--- config.mk ---
export PLATFORM = sky130hd
export DESIGN_NAME = tpu_gemm_seq
export DESIGN_NICKNAME = d
export VERILOG_FILES = /design/src/rtl/tpu_gemm_seq.sv
export SDC_FILE = /design/constraint.sdc
export NUM_CORES = 1
export LEC_CHECK = 0
export CORE_ASPECT_RATIO = 1.2
export CORE_MARGIN = 2
export CORE_UTILIZATION = 60
export DETAILED_ROUTE_END_ITERATION = 6
export PLACE_DENSITY = 0.86
export SETUP_SLACK_MARGIN = 0.3
export SLEW_MARGIN = 20
export SYNTH_ARGS = -nofsm -noshare
export SYNTH_HDL_FRONTEND = slang
export SYNTH_SLANG_ARGS = --single-unit
--- constraint.sdc ---
create_clock -name clk -period 6.1 [get_ports clk]
set_input_delay 0.915 -clock clk [delete_from_list [all_inputs] [get_ports clk]]
set_output_delay 0.915 -clock clk [all_outputs]
set_load 0.03 [all_outputs]
--- src/rtl/tpu_gemm_seq.sv ---
// GEMM sequencer: tiles an m x k x n problem into ARR x ARR output tiles, streams
// operand reads from GBUFF_A/GBUFF_B into the TPU and routes result beats to GBUFF_OUT.
module tpu_gemm_seq #(
    parameter int ADDR_W = 10,
    parameter int DIM_W  = 8,
    parameter int ARR    = 8
) (
    input  logic              clk,
    input  logic              rst,
    input  logic              start,
    input  logic [DIM_W-1:0]  m,
    input  logic [DIM_W-1:0]  k,
    input  logic [DIM_W-1:0]  n,
    input  logic [ADDR_W-1:0] a_base,
    input  logic [ADDR_W-1:0] b_base,
    input  logic [ADDR_W-1:0] out_base,
    output logic              busy,
    output logic              done,
    output logic              cfg_err,
    output logic              rd_en,
    output logic [ADDR_W-1:0] a_addr,
    output logic [ADDR_W-1:0] b_addr,
    output logic              tpu_in_valid,
    output logic              tpu_in_last,
    input  logic              tpu_out_valid,
    input  logic              tpu_done,
    output logic              out_wen,
    output logic [ADDR_W-1:0] out_addr
);
    localparam int LG = $clog2(ARR);

    typedef enum logic [2:0] {IDLE, CHECK, STREAM, DRAIN, FIN} state_t;
    state_t state;

    logic [DIM_W-1:0]  m_q, k_q, n_q;
    logic [ADDR_W-1:0] a_base_q, b_base_q, out_base_q;
    logic [DIM_W-1:0]  rt, ct, kk;
    logic [ADDR_W-1:0] a_off, b_off, obeat;
    logic [ADDR_W-1:0] k_a, kk_a;
    logic              kk_last, rt_last, ct_last;

    assign k_a     = ADDR_W'(k_q);
    assign kk_a    = ADDR_W'(kk);
    assign kk_last = (kk == k_q - DIM_W'(1));
    // Last tile index is (dim-1)/ARR; only evaluated once CHECK has ruled out zero dims.
    assign rt_last = (rt == ((m_q - DIM_W'(1)) >> LG));
    assign ct_last = (ct == ((n_q - DIM_W'(1)) >> LG));

    assign rd_en    = (state == STREAM);
    assign a_addr   = a_base_q + a_off + kk_a;
    assign b_addr   = b_base_q + b_off + kk_a;
    assign out_wen  = busy & tpu_out_valid;
    assign out_addr = out_base_q + obeat;

    always_ff @(posedge clk) begin
        if (rst) begin
            state        <= IDLE;
            busy         <= 1'b0;
            done         <= 1'b0;
            cfg_err      <= 1'b0;
            tpu_in_valid <= 1'b0;
            tpu_in_last  <= 1'b0;
            m_q          <= '0;
            k_q          <= '0;
            n_q          <= '0;
            a_base_q     <= '0;
            b_base_q     <= '0;
            out_base_q   <= '0;
            rt           <= '0;
            ct           <= '0;
            kk           <= '0;
            a_off        <= '0;
            b_off        <= '0;
            obeat        <= '0;
        end else begin
            // Operand valid trails the read address by the SRAM's one-cycle latency.
            tpu_in_valid <= rd_en;
            tpu_in_last  <= rd_en & kk_last;
            done         <= 1'b0;
            if (out_wen) obeat <= obeat + ADDR_W'(1);

            case (state)
                IDLE: if (start) begin
                    m_q        <= m;
                    k_q        <= k;
                    n_q        <= n;
                    a_base_q   <= a_base;
                    b_base_q   <= b_base;
                    out_base_q <= out_base;
                    cfg_err    <= 1'b0;
                    busy       <= 1'b1;
                    state      <= CHECK;
                end
                CHECK: begin
                    if (m_q == '0 || k_q == '0 || n_q == '0) begin
                        cfg_err <= 1'b1;
                        done    <= 1'b1;
                        busy    <= 1'b0;
                        state   <= FIN;
                    end else begin
                        rt    <= '0;
                        ct    <= '0;
                        kk    <= '0;
                        a_off <= '0;
                        b_off <= '0;
                        obeat <= '0;
                        state <= STREAM;
                    end
                end
                STREAM: begin
                    if (kk_last) begin
                        kk    <= '0;
                        state <= DRAIN;
                    end else begin
                        kk <= kk + DIM_W'(1);
                    end
                end
                DRAIN: if (tpu_done) begin
                    // Row/column offsets advance by k per tile so no multiplier is needed.
                    if (ct_last) begin
                        ct    <= '0;
                        b_off <= '0;
                        rt    <= rt + DIM_W'(1);
                        a_off <= a_off + k_a;
                    end else begin
                        ct    <= ct + DIM_W'(1);
                        b_off <= b_off + k_a;
                    end
                    if (rt_last && ct_last) begin
                        done  <= 1'b1;
                        busy  <= 1'b0;
                        state <= FIN;
                    end else begin
                        state <= STREAM;
                    end
                end
                FIN:     state <= IDLE;
                default: state <= IDLE;
            endcase
        end
    end
endmodule

# Yosys cells after proc, flatten, opt, wreduce, memory -nomap -nowiden
# Index checks and enable logic that the tools add are counted.
op_classes:
  add_sub_neg: 14
  mul: 0
  div_mod_pow: 0
  n_lt_le_gt_ge: 0
  n_eq_ne: 13
  shift: 0
  n_mux: 37
  n_bitwise: 2
  n_reduce_logical: 18
ops:
  columns: ["cell", "count"]
  rows:
  - ["10-bit 2-to-1 mux", 8]
  - ["8-bit 2-to-1 mux", 6]
  - ["8-bit one-hot mux with 2 select lines", 3]
  - ["10-bit by 8-bit adder with 10-bit output", 4]
  - ["10-bit one-hot mux with 2 select lines", 2]
  - ["10-bit adder", 3]
  - ["8-bit by 1-bit adder with 8-bit output, second input constant", 3]
  - ["8-bit zero test", 3]
  - ["8-bit by 1-bit subtractor with 8-bit output, second input constant", 3]
  - ["8-bit by 5-bit == test with 1-bit output", 2]
  - ["3-bit 2-to-1 mux", 5]
  - ["2-bit != test, second input constant", 6]
  - ["3-bit one-hot mux with 4 select lines", 1]
  - ["10-bit by 1-bit adder with 10-bit output, second input constant", 1]
  - ["1-bit 2-to-1 mux", 9]
  - ["3-bit AND reduction", 3]
  - ["8-bit == test", 1]
  - ["3-bit by 2-bit == test with 1-bit output, second input constant", 2]
  - ["2-bit nonzero test", 3]
  - ["5-bit AND reduction", 1]
  - ["1-bit one-hot mux with 2 select lines", 2]
  - ["2-bit AND reduction", 2]
  - ["4-bit AND reduction", 1]
  - ["3-bit by 1-bit == test with 1-bit output, second input constant", 1]
  - ["other kinds (7)", 9]
word_totals:
  ff_bits: 116
  latchBits: 0
  mem_bits_rw: 0
  mem_bits_ro: 0
  in_bits: 59
  output_inout_bits: 37
  elab_cells: 102
  n_memories: 0

# Depth between registers and ports, before layout
depth:
  depth_word: 6
  depth_mapped: 12
  ltp_nobuf: 12

# Worst setup path after synthesis
# No wires, ideal clock.
synth_timing:
  path_kind: "register to output"
  from: "reg kk[1]"
  to: "out a_addr[9]"
  arrival_ns: 2.751
  required_ns: 5.185
  path_slack_ns: 2.434
  path_stages_with_launch: 11
  path_buffers: 0
  cell_sequence: "dfxtp_1 > fa_1 > ha_1 > fa_1 > a21oi_1 > nor2_1 > nor2_1 > o21bai_1 > a21oi_1 > o21ai_0 > xnor2_1"
synth_between:
  elab_chain_cells: 1
synth_lines:
  columns: ["element", "line_no", "text"]
  rows:
  - ["start, declared", "37", "logic [DIM_W-1:0] rt, ct, kk;"]
  - ["start signal, assigned", "115", "kk <= kk + DIM_W'(1);"]
  - ["10-bit by 8-bit adder with 10-bit output", "50", "assign a_addr = a_base_q + a_off + kk_a;"]
  - ["end, declared", "21", "output logic [ADDR_W-1:0] a_addr,"]
# No other way between the ends.

# Worst setup path in the final report
# Same ends and word-level chain as after synthesis.

==> metrics.yaml <==
outcome:
  status: "finished, violations left"
  violations: "DRC"
grt:
  grt_pass1_wl_um: 30000
  grt_max_degree: 88
  grt_pass1_vias: 6373
  gr-usage-all-layers_pct: 30.7
  grt_antenna_before_repair: 0
  grt-ovfl-total: 0
setup_path:
  worst_path_largest_cell_delay_ns: 0.69
  r2r_setup_slack_ns: 2.62
  start_kind: "flip-flop"
  cp.required_ns: 5.18
  critical_path.top_delay_family: "adder cells"
  crit_cells: 11
  path_cells: "fa_1, ha_1, fa_1, a21oi_1, nor2_1, nor2_1, o21bai_1, a21oi_1, o21ai_0, xnor2_1, clkdlybuf4s50_1"
  r2r_start: "k_q[2]$_SDFFE_PP0P_"
  cp-endpoint: "a_addr[9]"
  crit_path_end_kind: "output pin"
  r2r_end: "b_off[6]$_SDFFE_PP0P_"
  slowest_stage: "clkdlybuf4s50_1"
  crit_fanout: 6
  r2r_cells: 6
  critPathKind: "reg -> out"
  path_buf_inv: 1
  crit_arrival_ns: 3.75
  cp-startpoint: "kk[1]$_SDFFE_PP0P_"
routing:
  wl_per_cell_um: 16.9
  first_pass_iters: 7
  first_iter_violations: 440
  routed_wl_um: 18300
  via_count: 6443
  drc: 1
  postRouteAntennaNets: 0
  vias_per_cell: 5.95
synthesis:
  ys_seq_area_share_pct: 33.3
  synth_compound_area_share_pct: 17.3
  yosys.area_share.adder_pct: 14.8
  synth_top_family_by_area: "simple AND/OR/NAND/NOR gates"
  yosysUniqueCellTypes: 63
  muxShareOfSynthArea_pct: 0.575
  synth_warnings: 0
  ys.flop_type: "dfxtp_1"
  synth.ff_latch_count: 116
  synth-xor-area-share_pct: 9.18
  async_flop_share_pct: 0
  synth_area_um2: 6970
  synth-edff-count: 0
  syn_nets: 962
  synthSimpleGateAreaFrac_pct: 21.2
  syn_avg_cell_area_um2: 8.36
  syn_inst: 833
placement:
  hpwl_um: 11900
  port_buffers: 95
  placed_area_um2: 8000
  gp_congestion: 0.888
clock_tree:
  cts_tree: "yes"
  cts_setup_buffers: 0
  cts_buffers: 17
  worstSkewPairLatency_ns: 0.42
  cts_hold_buf: 0
  cts.clk_slew.worst_paths_ns: 0.06
  ctsResizeCount: 0
  clockRootBuffer: "clkbuf_16"
  cts_buffer_depth: 2
  htree_levels: 4
  cts.sinks: 116
power_and_ir_drop:
  peakVddDrop_mv: 0.186
  power_leakage_nw: 3.62
  power_density_nw_per_um2: 284
  total_power_w: 0.00247
final_layout:
  fill_cells: 791
  final_cell_area_um2: 8680
  diodes: 0
  layout-drive-gt1-share_pct: 4.97
  final_nets: 1041
  syn_to_final_growth_pct: 24.5
floorplanning:
  die_height_um: 122
  io_pins: 96
  fp-row-count: 43
  fp.coreArea_um2: 11500
  die_x_um: 102
  die-area_um2: 12500
  start_util_pct: 60.8
timing:
  fin_skew_ns: 0.0107
  max_slew_margin_pct: 22.6
  rsz0062_at_grt: "no"
  fin_crit_sh_pct: 76.5
  drv_slew: 0
  setup_viol: 0
  setup_tns_ns: 0
  hold_violations: 0
  period_minus_slack_ns: 4.66
  worstMarginPinSlew_ns: 1.16
  fmax_mhz: 214
run:
  cap_viol_max_count: 0
hold_path:
  hp-class: "reg -> reg"
==> stage by stage <==
| stage | hold slack, ns | setup slack [ns] | cells | util (%) |
|---|---|---|---|---|
| after floorplan | 0.436 | 2.43 | 833 | - |
| after global placement | 0.444 | 1.91 | 1050 | 69.8 |
| after detailed placement | 0.447 | 1.86 | 1050 | 69.8 |
| after CTS | 0.455 | 1.41 | 1082 | 75.7 |
| after global routing | 0.473 | 1.21 | 1082 | 75.7 |
| final | 0.455 | 1.44 | 1082 | 75.7 |
==> how the worst min path moves through the flow <==
stage | from | endpoint | slack, ns | cells past startpoint
after floorplan | a_base_q[0]$_SDFFE_PP0P_ | a_base_q[0]$_SDFFE_PP0P_ | 0.44 | 2
after global placement | a_base_q[0]$_SDFFE_PP0P_ | a_base_q[0]$_SDFFE_PP0P_ | 0.44 | 2
after detailed placement | a_base_q[0]$_SDFFE_PP0P_ | a_base_q[0]$_SDFFE_PP0P_ | 0.45 | 2
after CTS | a_base_q[0]$_SDFFE_PP0P_ | a_base_q[0]$_SDFFE_PP0P_ | 0.45 | 2
after global routing | a_base_q[0]$_SDFFE_PP0P_ | a_base_q[0]$_SDFFE_PP0P_ | 0.47 | 2
final | a_base_q[0]$_SDFFE_PP0P_ | a_base_q[0]$_SDFFE_PP0P_ | 0.45 | 2
==> worst reg2reg max path, cell delays in order (launching register included) <==
cell and delay (ns):
dfxtp_1 0.40, nor4_1 0.62, nand3_1 0.31, nand3_1 0.30, nand2b_1 0.44, a21oi_1 1.06
a22o_1 0.29
==> cells in the mapped netlist (all sizes together), types with 2 or more instances <==
master | instances | area share [%]
o21bai | 6 | 0.65
xor2 | 30 | 3.8
nor3 | 26 | 2.0
nor2b | 3 | 0.27
a22o | 8 | 1.0
nand2b | 8 | 0.72
and2 | 8 | 0.72
nor4 | 5 | 0.45
nand3 | 14 | 1.0
and3 | 11 | 0.99
a211o | 3 | 0.38
mux2i | 4 | 0.57
o31ai | 7 | 0.75
a31oi | 8 | 0.72
a21oi | 95 | 6.8
and4 | 2 | 0.25
or3 | 6 | 0.61
a32o | 4 | 0.57
ha | 49 | 8.8
dfxtp | 116 | 33
or2 | 3 | 0.27
buf | 3 | 0.29
nor2 | 41 | 2.2
nor3b | 3 | 0.32
nand2 | 144 | 7.8
nand4 | 15 | 1.4
inv | 25 | 1.3
o21ai | 33 | 2.4
nand3b | 3 | 0.32
or4 | 6 | 0.65
fa | 21 | 6.0
a211oi | 5 | 0.54
o31a | 2 | 0.25
clkbuf | 37 | 2.0
o21a | 5 | 0.54
a21o | 10 | 1.1
nor4b | 2 | 0.25
a2111oi | 2 | 0.34
xnor2 | 43 | 5.4
nor4bb | 2 | 0.29
==> area by class of cell <==
| type | instances | area, µm² | share of cell area [%] |
|---|---|---|---|
| repair buffers | 100 | 983 | 11.3 |
| clock buffers | 17 | 425 | 4.90 |
| well taps | 157 | 196 | 2.26 |
| multi-input cells | 652 | 4410 | 50.8 |
| clock inverters | 15 | 251 | 2.90 |
| flip-flops and latches | 116 | 2320 | 26.8 |
| inverters | 25 | 93.8 | 1.08 |
==> layer usage <==
metal	up-vias	track usage (%)	share of wire [%]
met5	-	0	0
met1	3001	36.6	40
li1	3089	-	-
met4	0	15.8	4.5
met2	281	51.9	49
met3	72	5.97	6.2
==> cell families after synthesis <==
family	after synthesis
AND/OR/NAND/NOR	307
AO/OA/AOI/OAI	198
multiplexers	4
XOR/XNOR	73
adder cells (fa/ha/maj)	70
flip-flops	116
buffers and inverters	65
==> power by group <==
part	internal [W]	switching, W	leakage, nW	total, W
clock	0.000770	0.000377	0.321	0.00115
sequential	0.000799	0.0000510	0.944	0.000850
combinational	0.000192	0.000280	2.36	0.000472
total	0.00176	0.000707	3.62	0.00247
==> sequential cells by signal, summed over array words and instances, names as in the netlist, 3 cells and up <==
name and count:
out_base_q 10, m_q 8, rt 8, k_q 8, state 3, a_off 10, b_base_q 10, ct 8
kk 8, a_base_q 10, obeat 10, n_q 8, b_off 10
==> cells in the final DEF (no fill, tap or decap), types with 4 or more instances in the layout <==
| cell | synthesis | final |
|---|---|---|
| nand2b_1 | 8 | 8 |
| nor2_1 | 41 | 41 |
| nand3_1 | 14 | 14 |
| buf_4 | 0 | 5 |
| o21bai_1 | 6 | 6 |
| fa_1 | 21 | 21 |
| o21a_1 | 5 | 5 |
| nor3_1 | 24 | 24 |
| ha_1 | 49 | 49 |
| a31oi_1 | 8 | 7 |
| and3_1 | 11 | 11 |
| a21oi_1 | 95 | 95 |
| or4_1 | 6 | 6 |
| xnor2_1 | 43 | 43 |
| bufinv_16 | 0 | 6 |
| a21o_1 | 10 | 10 |
| nand4_1 | 14 | 14 |
| dfxtp_1 | 116 | 116 |
| a22o_1 | 8 | 8 |
| mux2i_1 | 4 | 4 |
| a211oi_1 | 5 | 5 |
| o31ai_1 | 7 | 7 |
| inv_6 | 0 | 4 |
| or3_1 | 5 | 5 |
| and2_1 | 8 | 8 |
| xor2_1 | 30 | 30 |
| clkbuf_16 | 0 | 17 |
| o21ai_0 | 30 | 30 |
| inv_1 | 25 | 25 |
| a32o_1 | 4 | 4 |
| clkdlybuf4s50_1 | 0 | 94 |
| nand2_1 | 144 | 144 |
| nor4_1 | 5 | 5 |
(Power assumes the default switching activity.)
